`src/rtl/rx_pkg.sv`:
```
// Shared FSM encoding and status-tag bit positions for the UART receive buffer.
package rx_pkg;

  typedef logic [2:0] state_t;

  localparam state_t ST_IDLE   = 3'd0;
  localparam state_t ST_START  = 3'd1;
  localparam state_t ST_DATA   = 3'd2;
  localparam state_t ST_STOP   = 3'd3;
  localparam state_t ST_PARITY = 3'd4;

  // Bit positions inside the {full, empty} status tag.
  localparam int TAG_EMPTY = 0;
  localparam int TAG_FULL  = 1;

endpackage

```
`src/rtl/rx_fifo_savemod.sv`:
```
// Byte FIFO for received characters: push visible next cycle, head shown combinationally.
// A push while full is accepted only alongside a pop; otherwise it is dropped and drop_o pulses.
module rx_fifo_savemod
  import rx_pkg::*;
#(
  parameter int DEPTH = 16
) (
  input  logic                     CLOCK,
  input  logic                     RESET,
  input  logic                     push_i,
  input  logic [7:0]               push_dat_i,
  input  logic                     pop_i,
  output logic [7:0]               head_o,
  output logic [$clog2(DEPTH):0]   count_o,
  output logic [1:0]               tag_o,
  output logic                     drop_o
);

  localparam int AW = $clog2(DEPTH);
  localparam logic [AW:0] FULL_CNT = (AW + 1)'(DEPTH);

  logic [7:0]    mem_q [DEPTH];
  logic [AW-1:0] wr_ptr_q, wr_ptr_d;
  logic [AW-1:0] rd_ptr_q, rd_ptr_d;
  logic [AW:0]   count_q, count_d;
  logic          full, empty, wr_en, rd_en;

  assign full  = (count_q == FULL_CNT);
  assign empty = (count_q == '0);

  // A full buffer still takes a byte when the same cycle frees a slot.
  assign wr_en  = push_i && (!full || pop_i);
  assign rd_en  = pop_i && !empty;
  assign drop_o = push_i && full && !pop_i;

  always_comb begin
    wr_ptr_d = wr_en ? wr_ptr_q + 1'b1 : wr_ptr_q;
    rd_ptr_d = rd_en ? rd_ptr_q + 1'b1 : rd_ptr_q;
    count_d  = count_q + {{AW{1'b0}}, wr_en} - {{AW{1'b0}}, rd_en};
  end

  always_ff @(posedge CLOCK) begin
    if (RESET) begin
      wr_ptr_q <= '0;
      rd_ptr_q <= '0;
      count_q  <= '0;
    end else begin
      wr_ptr_q <= wr_ptr_d;
      rd_ptr_q <= rd_ptr_d;
      count_q  <= count_d;
    end
  end

  always_ff @(posedge CLOCK) begin
    if (wr_en) mem_q[wr_ptr_q] <= push_dat_i;
  end

  always_comb begin
    tag_o            = '0;
    tag_o[TAG_FULL]  = full;
    tag_o[TAG_EMPTY] = empty;
  end

  assign head_o  = empty ? 8'h00 : mem_q[rd_ptr_q];
  assign count_o = count_q;

endmodule

```
`src/rtl/rx_buffer_funcmod.sv`:
```
// UART receiver (8N1, or 8E1 with RX_PARITY_EN) feeding a DEPTH-byte FIFO; byte visible one cycle after stop midpoint.
// No backpressure on the line: a byte arriving while the FIFO is full is dropped and oOverrun latches.
module rx_buffer_funcmod
  import rx_pkg::*;
#(
  parameter int CLKS_PER_BIT = 434,
  parameter int DEPTH        = 16
) (
  input  logic                   CLOCK,
  input  logic                   RESET,
  input  logic                   RXD,
  input  logic                   iRead,
  output logic [7:0]             oData,
  output logic [1:0]             oTag,
  output logic [$clog2(DEPTH):0] oCount,
  output logic                   oOverrun,
  output logic                   oFrameErr
);

  localparam int CW = $clog2(CLKS_PER_BIT) + 1;
  localparam logic [CW-1:0] HALF_LAST = CW'(CLKS_PER_BIT / 2 - 1);
  localparam logic [CW-1:0] BIT_LAST  = CW'(CLKS_PER_BIT - 1);

  logic          rxd_meta_q, rxd_sync_q, rxd_prev_q;
  state_t        state_q, state_d;
  logic [CW-1:0] clk_cnt_q, clk_cnt_d;
  logic [2:0]    bit_cnt_q, bit_cnt_d;
  logic [7:0]    shift_q, shift_d;
  logic          frame_err_q, frame_err_d;
  logic          overrun_q;
  logic          push, drop;

  always_ff @(posedge CLOCK) begin
    if (RESET) begin
      rxd_meta_q <= 1'b1;
      rxd_sync_q <= 1'b1;
      rxd_prev_q <= 1'b1;
    end else begin
      rxd_meta_q <= RXD;
      rxd_sync_q <= rxd_meta_q;
      rxd_prev_q <= rxd_sync_q;
    end
  end

  always_comb begin
    state_d     = state_q;
    clk_cnt_d   = clk_cnt_q + CW'(1);
    bit_cnt_d   = bit_cnt_q;
    shift_d     = shift_q;
    frame_err_d = 1'b0;
    push        = 1'b0;
    case (state_q)
      ST_IDLE: begin
        clk_cnt_d = '0;
        if (rxd_prev_q && !rxd_sync_q) begin
          state_d   = ST_START;
          bit_cnt_d = '0;
        end
      end
      ST_START: begin
        if (clk_cnt_q == HALF_LAST) begin
          clk_cnt_d = '0;
          state_d   = rxd_sync_q ? ST_IDLE : ST_DATA;
        end
      end
      ST_DATA: begin
        if (clk_cnt_q == BIT_LAST) begin
          clk_cnt_d = '0;
          shift_d   = {rxd_sync_q, shift_q[7:1]};
          bit_cnt_d = bit_cnt_q + 3'd1;
          if (bit_cnt_q == 3'd7) begin
`ifdef RX_PARITY_EN
            state_d = ST_PARITY;
`else
            state_d = ST_STOP;
`endif
          end
        end
      end
`ifdef RX_PARITY_EN
      ST_PARITY: begin
        if (clk_cnt_q == BIT_LAST) begin
          clk_cnt_d = '0;
          // Even parity: data bits plus parity bit must XOR to zero.
          if (^{shift_q, rxd_sync_q}) begin
            frame_err_d = 1'b1;
            state_d     = ST_IDLE;
          end else begin
            state_d = ST_STOP;
          end
        end
      end
`endif
      ST_STOP: begin
        // Leave at the midpoint so a following start edge is not missed.
        if (clk_cnt_q == BIT_LAST) begin
          state_d     = ST_IDLE;
          push        = rxd_sync_q;
          frame_err_d = !rxd_sync_q;
        end
      end
      default: state_d = ST_IDLE;
    endcase
  end

  always_ff @(posedge CLOCK) begin
    if (RESET) begin
      state_q     <= ST_IDLE;
      clk_cnt_q   <= '0;
      bit_cnt_q   <= '0;
      shift_q     <= '0;
      frame_err_q <= 1'b0;
      overrun_q   <= 1'b0;
    end else begin
      state_q     <= state_d;
      clk_cnt_q   <= clk_cnt_d;
      bit_cnt_q   <= bit_cnt_d;
      shift_q     <= shift_d;
      frame_err_q <= frame_err_d;
      overrun_q   <= overrun_q | drop;
    end
  end

  rx_fifo_savemod #(
    .DEPTH(DEPTH)
  ) u_fifo (
    .CLOCK      (CLOCK),
    .RESET      (RESET),
    .push_i     (push),
    .push_dat_i (shift_q),
    .pop_i      (iRead),
    .head_o     (oData),
    .count_o    (oCount),
    .tag_o      (oTag),
    .drop_o     (drop)
  );

  assign oOverrun  = overrun_q;
  assign oFrameErr = frame_err_q;

endmodule

```
`config.mk`:
```
export PLATFORM = sky130hd
export DESIGN_NAME = rx_buffer_funcmod
export DESIGN_NICKNAME = d
export VERILOG_FILES = /design/src/rtl/rx_pkg.sv /design/src/rtl/rx_fifo_savemod.sv /design/src/rtl/rx_buffer_funcmod.sv
export SDC_FILE = /design/constraint.sdc
export NUM_CORES = 1
export LEC_CHECK = 0
export ABC_AREA = 1
export BUFFER_PORTS_ARGS = -buffer_cell sky130_fd_sc_hd__clkbuf_2
export CORE_MARGIN = 8
export CORE_UTILIZATION = 35
export DETAILED_ROUTE_END_ITERATION = 10
export GPL_TIMING_DRIVEN = 0
export PLACE_DENSITY = 0.49
export SYNTH_ARGS = -nofsm -noshare
export SYNTH_HDL_FRONTEND = slang
export SYNTH_SLANG_ARGS = --single-unit
export TNS_END_PERCENT = 100
```
`constraint.sdc`:
```
create_clock -name CLOCK -period 5.6 [get_ports CLOCK]
set_input_delay 0.84 -clock CLOCK [delete_from_list [all_inputs] [get_ports CLOCK]]
set_output_delay 0.84 -clock CLOCK [all_outputs]
set_load 0.05 [all_outputs]
```
==> results of run 1 <==
## cell usage in the layout, fill, tap and decap left out, types with 3 or more instances in the layout
cell type / netlist / routed
dfxtp_1: 45 / 45
o31ai_1: 8 / 8
edfxtp_1: 128 / 128
clkbuf_16: 0 / 17
nand4_1: 4 / 4
nor2_2: 3 / 3
nand2_4: 3 / 3
clkinv_1: 2 / 4
nand3_1: 80 / 80
nor2_1: 57 / 57
inv_8: 0 / 3
xnor2_1: 3 / 3
a21oi_1: 47 / 47
inv_1: 54 / 54
clkbuf_2: 0 / 20
clkbuf_1: 15 / 15
inv_6: 0 / 6
nor3_1: 5 / 5
nand2_1: 185 / 185
or2_2: 3 / 3
xor2_1: 3 / 3
ha_1: 16 / 16
o21ai_0: 25 / 25
buf_2: 10 / 10
## layout make-up
cell class / instances / area share (%)
sequential: 173 / 56.7
multi-input combinational: 455 / 26.8
clock buffer: 17 / 5.09
tap: 275 / 4.11
inverter: 57 / 2.56
clock inverter: 15 / 1.77
buffer: 30 / 1.72
timing repair buffer: 20 / 1.20
## stage by stage
| step | power (mW) | instances | instance area [sq um] | worst slack (ns) |
|---|---|---|---|---|
| global placement | 2.23 | 1010 | 7790 | 2.65 |
| finish | 3.37 | 1042 | 8360 | 2.21 |
| detailed placement | 2.24 | 1010 | 7790 | 2.64 |
| floorplan | 1.99 | 715 | 7350 | 2.70 |
| global route | 3.51 | 1042 | 8360 | 1.99 |
| CTS | 3.39 | 1042 | 8360 | 2.17 |
## cell usage after synthesis, drive strengths merged
cell     number
o21bai        1
a21oi        47
fa            1
nor3          7
nand3b        1
nand4         4
edfxtp      128
o31ai         8
o211a         1
o2111ai       1
ha           16
inv          55
nand2       190
dfxtp        45
nor2         61
and2          1
or2           3
clkinv        2
nand3        82
o21ai        25
clkbuf       15
xor2          3
xnor2         3
buf          15
## power groups by stage
stage	registers (mW)	clock network, mW	logic (mW)
CTS	1.41	1.18	0.799
global placement	1.44	0	0.790
global route	1.42	1.22	0.873
floorplan	1.49	0	0.503
detailed placement	1.44	0	0.797
finish	1.41	1.16	0.792
## sequential cells by signal (all words and copies together) (netlist names), named ones only
| register | cells |
|---|---|
| oFrameErr | 1 |
| u_fifo.mem_q | 128 |
| shift_q | 8 |
| rxd_prev_q | 1 |
| clk_cnt_q | 10 |
| state_q | 2 |
| bit_cnt_q | 3 |
| u_fifo.rd_ptr_q | 4 |
| oOverrun | 1 |
| u_fifo.wr_ptr_q | 4 |
| u_fifo.count_o | 5 |
| rxd_sync_q | 1 |
| rxd_meta_q | 1 |
## layer usage
| layer | up-vias | track usage [%] | part of all wire (%) |
|---|---|---|---|
| met5 | - | 0 | 0 |
| met4 | 0 | 5.81 | 2.2 |
| met3 | 23 | 2.92 | 4.1 |
| met2 | 103 | 23.0 | 48 |
| met1 | 2427 | 18.1 | 46 |
| li1 | 2498 | - | - |
## worst max-delay path, stage by stage, from the launching register on
cell	delay (ns)
dfxtp_1	0.32
buf_2	0.19
inv_2	0.20
buf_2	0.27
nand2_1	0.08
nand3_1	0.07
nand2_1	0.13
a21oi_1	0.25
o31ai_1	0.15
a21oi_1	0.15
clkbuf_2	0.31
## worst max-delay path by stage
stage | to | slack [ns] | cells past startpoint
after floorplan | oData[0] | 2.70 | 5
after global placement | oData[1] | 2.65 | 10
after detailed placement | oData[1] | 2.64 | 10
after CTS | oData[1] | 2.17 | 10
after global routing | oData[1] | 1.99 | 10
final | oData[1] | 2.21 | 10
## kinds of logic (layout without fill, tap and decap cells)
group                    after synthesis  count (layout)  synth area share, %
XOR/XNOR                               6               6                0.715
AO/OA/AOI/OAI                         83              83                 6.08
AND/OR/NAND/NOR                      349             349                 20.8
adder cells (fa/ha/maj)               17              17                 3.00
flip-flops                           173             173                 64.6
buffers and inverters                 87             139                 4.87
==> flow_summary_export.csv, run 1 <==
group,metric,value,unit
floorplanning,ioPinCount,21,
clocking,cts_buffer_depth,2,
finish,final.fill_count,2036,
clocking,htreeDepth,4,
synthesis,synth-seq-cells,173,
floorplanning,dieArea,0.0259,sq mm
routing,drtIter0Drc,368,
worst_hold_path,hold_class,"flip-flop to flip-flop",
outcome,status,"finished, final reports clean",
power_and_ir_drop,p_int,2.22,mW
sta,layout_min_cycle_time,3.39,ns
worst_setup_path,cp-start-kind,"flip-flop",
sta,setup_viol,0,
clocking,clkLatencyLatePin,0.43,ns
worst_setup_path,rrSetupSlack,3.04,ns
worst_setup_path,critical_path_class,"flip-flop to output pin",
routing,vias,5051,
clocking,postCtsSetupRepairBufs,0,
finish,fin_nets,775,
synthesis,synth_area,0.00735,sq mm
sta,skew,0.00954,ns
clocking,cts_root_buf,"clkbuf_16",
synthesis,synth_top_area_share,52.3,%
grt,grt_pass1_wl,27.9,mm
floorplanning,rows,53,
routing,detail_route.first_pass.iterations,5,
finish,antennaDiodeCount,0,
grt,grt_max_degree,19,
sta,slew_violations,0,
floorplanning,die-width,161,microns
finish,drive_above_1_share,10.6,%
routing,drt-wirelength-per-cell,17.2,microns
power_and_ir_drop,power-per-cell-area,402,mW/mm^2
finish,area_delta_synth_final,13.8,%
clocking,holdBufCountCts,0,
routing,ant_nets,0,
power_and_ir_drop,p_leak,3.33,nW
finish,fin_util,40.2,%
grt,grt_pass1_vias,4957,
clocking,cts.sinks,173,
synthesis,ys_warn_count,0,
synthesis,synth_fp_nets,736,
worst_setup_path,r2r_start,"u_fifo.count_o[2]$_SDFF_PP0_",
sta,relSlewSlack,39.2,%
floorplanning,initial_core_util,35.3,%
worst_hold_path,min_from,"rxd_meta_q$_SDFF_PP1_",
routing,viasPerCell,4.85,
clocking,cts_tree,"done",
sta,hold_violations,0,
grt,track_usage,14.2,%
floorplanning,design.core.area,0.0208,sq mm
sta,setup_tns,0,ns
worst_setup_path,critPathMaxFanout,10,
finish,regArea,0.00474,sq mm
worst_setup_path,cp_data_required_time,4.76,ns
routing,wirelength,17.9,mm
routing,drc_errors,0,
worst_setup_path,critical_path_arrival,2.55,ns
worst_setup_path,endpoint_kind,"output pin",
power_and_ir_drop,ir_worst_vdd,0.000318,V
synthesis,synthCells,715,
place,gp_congestion,0.822,
sta,fmax,0.295,GHz
clocking,cts_buffers,17,
worst_setup_path,r2r-end,"u_fifo.count_o[4]$_SDFF_PP0_",
grt,grt_antenna_before_repair,0,
synthesis,yosys.area.top_type,"edfxtp_1",
finish,multi_input_area,0.00224,sq mm
synthesis,yosysSeqAreaShare,64.6,%
synthesis,synthTopCellsByArea,"edfxtp_1, dfxtp_1, nand2_1",
synthesis,syn_area_per_cell,10.3,sq um
run,max-cap-violations,0,
worst_hold_path,min_to,"rxd_sync_q$_SDFF_PP1_",
floorplanning,die_h,161,microns
power_and_ir_drop,seq_power_share,41.9,%
grt,grt_remaining_overflow,0,
power_and_ir_drop,p_clk_share,34.5,%
place,dp_hpwl,12.4,mm
power_and_ir_drop,combPwrFrac,23.5,%
power_and_ir_drop,sw_frac_of_total,34.2,%
clocking,path_clk_slew,0.07,ns
place,io_buffers,20,
worst_hold_path,hold_depth,1,
sta,whs,0.412,ns
clocking,cts_resized,0,
synthesis,ys_types,34,
power_and_ir_drop,p_switching,1.15,mW
sta,rsz0062_at_grt,"false",
worst_setup_path,rr_worst_depth,15,
sta,min_period_over_period,60.6,%
sta,tightestPinTransition,0.909,ns
Power figures use the tool's default switching activity.
==> run 2, diff against run 1 <==
--- a/config.mk
+++ b/config.mk
@@ -5,13 +5,13 @@
 export SDC_FILE = /design/constraint.sdc
 export NUM_CORES = 1
 export LEC_CHECK = 0
-export ABC_AREA = 1
+export ABC_AREA = 0
 export BUFFER_PORTS_ARGS = -buffer_cell sky130_fd_sc_hd__clkbuf_2
 export CORE_MARGIN = 8
 export CORE_UTILIZATION = 35
 export DETAILED_ROUTE_END_ITERATION = 10
 export GPL_TIMING_DRIVEN = 0
-export PLACE_DENSITY = 0.49
+export PLACE_DENSITY = 0.51
 export SYNTH_ARGS = -nofsm -noshare
 export SYNTH_HDL_FRONTEND = slang
 export SYNTH_SLANG_ARGS = --single-unit
==> constraint.sdc (replaced) <==
create_clock -name CLOCK -period 3 [get_ports CLOCK]
set_input_delay 0.45 -clock CLOCK [delete_from_list [all_inputs] [get_ports CLOCK]]
set_output_delay 0.45 -clock CLOCK [all_outputs]
set_load 0.05 [all_outputs]
==> run 2 against run 1 <==
Net effect:
- worst hold slack worse by 0.21 ns
- cell count is 26% lower
- critical path depth rose by 2
- largest power group unchanged
- largest cell class unchanged
- area after synthesis decreased by 4.1%
- routed wire length down 22%
==> flow_summary_export.csv, run 2 <==
group,metric,value,unit
place,dp_hpwl,9.32,mm
grt,grt_antenna_before_repair,0,
grt,grt_max_degree,19,
synthesis,yosysSeqAreaShare,67.3,%
finish,fin_nets,504,
power_and_ir_drop,p_leak,2.69,nW
synthesis,yosys.area_share.adder,3.13,%
routing,detail_route.first_pass.iterations,4,
worst_setup_path,critical_path_arrival,3.24,ns
routing,viasPerCell,4.91,
sta,layout_min_cycle_time,2.88,ns
synthesis,synth_area,0.00705,sq mm
sta,tightestPinTransition,0.835,ns
sta,skew,0.00933,ns
finish,final.fill_count,1853,
synthesis,synth_top_family_by_area,"multiplexers",
synthesis,synthTopCellsByArea,"edfxtp_1, dfxtp_1, mux4_2",
floorplanning,rows,52,
synthesis,syn_area_per_cell,15.8,sq um
synthesis,ys_types,43,
finish,finalNonFillerCells,766,
power_and_ir_drop,ir_worst_vdd,0.000575,V
floorplanning,design.core.area,0.0200,sq mm
worst_setup_path,setup.worst_path.start,"u_fifo.count_o[2]$_SDFF_PP0_",
synthesis,ys_warn_count,0,
clocking,cts_buffer_depth,2,
synthesis,async_flop_share,0,%
place,dp_cells,737,
clocking,clkLatencyLatePin,0.43,ns
finish,antennaDiodeCount,0,
synthesis,yosys.area.top_type,"edfxtp_1",
sta,whs,0.202,ns
power_and_ir_drop,p_total,6.67,mW
worst_setup_path,endpoint_kind,"flip-flop",
clocking,cts_root_buf,"clkbuf_16",
synthesis,yosys.area_share.simple,8.22,%
synthesis,synthFlopType,"edfxtp_1",
clocking,cts_tree,"done",
power_and_ir_drop,power-per-cell-area,812,mW/mm^2
sta,relSlewSlack,44.1,%
grt,grt_pass1_vias,3909,
grt,grt_remaining_overflow,0,
synthesis,synthCells,447,
grt,grt_pass1_wl,22.3,mm
finish,top_regs,"u_fifo.mem_q x128, clk_cnt_q x10, shift_q x8",
grt,track_usage,12.1,%
sta,fmax,0.347,GHz
synthesis,synth-seq-cells,173,
sta,setup_viol,0,
worst_hold_path,hold_class,"primary input to flip-flop",
synthesis,yosysMostFrequentCell,"edfxtp_1",
floorplanning,dieArea,0.0249,sq mm
worst_setup_path,cpPeakStageDelay,0.47,ns
routing,drtIter0Drc,144,
floorplanning,ioPinCount,21,
floorplanning,die_h,158,microns
finish,layout_common_cells,"edfxtp_1, dfxtp_1, mux4_2, nor2_1, clkbuf_2",
worst_setup_path,critical_path_class,"flip-flop to flip-flop",
synthesis,synth_common_cells,"edfxtp_1, dfxtp_1, mux4_2, nor2_1, a21oi_1",
finish,top_register,"u_fifo.mem_q",
synthesis,synth_fp_nets,468,
worst_setup_path,cp-start-kind,"flip-flop",
clocking,cts.sinks,173,
place,io_buffers,20,
place,gp_congestion,0.783,
floorplanning,initial_core_util,35.3,%
sta,setup_tns,0,ns
worst_setup_path,cp_data_required_time,3.36,ns
routing,drc_errors,0,
synthesis,synth_compound_area_share,3.14,%
finish,largest_register_ff_count,128,
worst_setup_path,critPathMaxFanout,3,
sta,rsz0062_at_grt,"true",
worst_setup_path,path_cells,"inv_1 -> ha_2 -> or4b_4 -> and2_4 -> ha_1 -> inv_1 -> ha_2 -> fa_2 -> a21oi_2 -> nor2_1 -> or3_1 -> a21oi_1",
routing,ant_nets,0,
clocking,path_clk_slew,0.07,ns
worst_hold_path,min_from,"RXD",
routing,wirelength,13.9,mm
sta,slew_violations,0,
synthesis,synthMuxAreaShare,13.9,%
sta,min_period_over_period,96.0,%
synthesis,synth_xor_area_share,1.74,%
finish,area_delta_synth_final,16.6,%
synthesis,synth_edf_count,128,
clocking,htreeDepth,4,
worst_setup_path,r2r_start,"u_fifo.count_o[2]$_SDFF_PP0_",
finish,final_common_cell,"edfxtp_1",
outcome,status,"finished, final reports clean",
routing,drt-wirelength-per-cell,18.1,microns
finish,fin_util,41.1,%
finish,drive_above_1_share,27.4,%
clocking,cts_buffers,17,
worst_setup_path,cp_slowest_cell,"or4b_4",
routing,vias,3761,
floorplanning,die-width,158,microns
sta,hold_violations,0,
synthesis,synth_top_area_share,54.6,%
run,max-cap-violations,0,
==> run 2: changes by cell type after synthesis, moves of 8 or more <==
cell	change
a21oi_1	-28
nand2_1	-179
mux4_2	+32
nor2_1	-25
inv_1	-37
nand3_1	-69
and2_1	+13
mux2_2	+8
o21ai_0	-10
mux2i_1	+17
==> run 2: final timing paths <==
path	end	slack, ns	cells past startpoint
setup / recovery	u_fifo.count_o[4]$_SDFF_PP0_	0.12	12
hold / removal	rxd_meta_q$_SDFF_PP1_	0.20	2
setup reg to reg	u_fifo.count_o[4]$_SDFF_PP0_	0.12	12
hold reg to reg	rxd_sync_q$_SDFF_PP1_	0.41	1
==> run 2: critical path: cells and delay by family, from the launching register on <==
kind	cells	cell delay (ns)
AO/OA/AOI/OAI	2	0.26
adder cells (fa/ha/maj)	4	1.02
buffers and inverters	2	0.13
AND/OR/NAND/NOR	4	1.06
flip-flops	1	0.35
==> run 2: cell families after synthesis <==
group / Yosys count
DFF: 173
and+or+nand+nor: 103
muxes: 57
buffers and inverters: 42
AOI/OAI and AO/OA: 41
adders and majority gates: 17
xor gates and xnor gates: 14
==> run 2: repair_timing <==
action                                  in CTS  in global routing
endpoints found under the setup margin       9                105
gates cloned                                 0                  0
setup buffers                                1                  0
gates resized for setup                     20                 28
pin swaps                                    1                  0
hold endpoints to repair                     0                  0
hold buffers                                 0                  0
==> run 2: stage by stage <==
stage | setup WS (ns) | area (sq um)
after CTS | 0.000320 | 8170
after floorplan | 0.0843 | 7060
after global placement | -0.488 | 7500
after detailed placement | -0.487 | 7500
final | 0.119 | 8220
after global routing | -0.00454 | 8220
==> run 2: area by class of cell <==
class                      instances  area [sq um]  share of cell area, %
clock inverter                    15           219                   2.66
inverter                          17          63.8                  0.776
buffer                            21           133                   1.61
timing repair buffer              21           108                   1.31
sequential                       173          4760                   57.9
clock buffer                      17           425                   5.18
multi-input combinational        232          2170                   26.4
tap                              270           338                   4.11
==> run 2: power breakdown <==
part	switching, mW	leakage (nW)	internal (mW)
Combinational	0.962	0.830	0.631
Clock	0.920	0.303	1.48
Sequential	0.0847	1.55	2.60
==> run 2: per-layer routing <==
metal | vias up | GRT usage, % | wire length, microns
met1 | 1903 | 16.3 | 6620
met4 | 0 | 4.35 | 202
met3 | 17 | 2.92 | 518
met2 | 70 | 18.8 | 6560
met5 | - | 0 | 0
li1 | 1771 | - | -
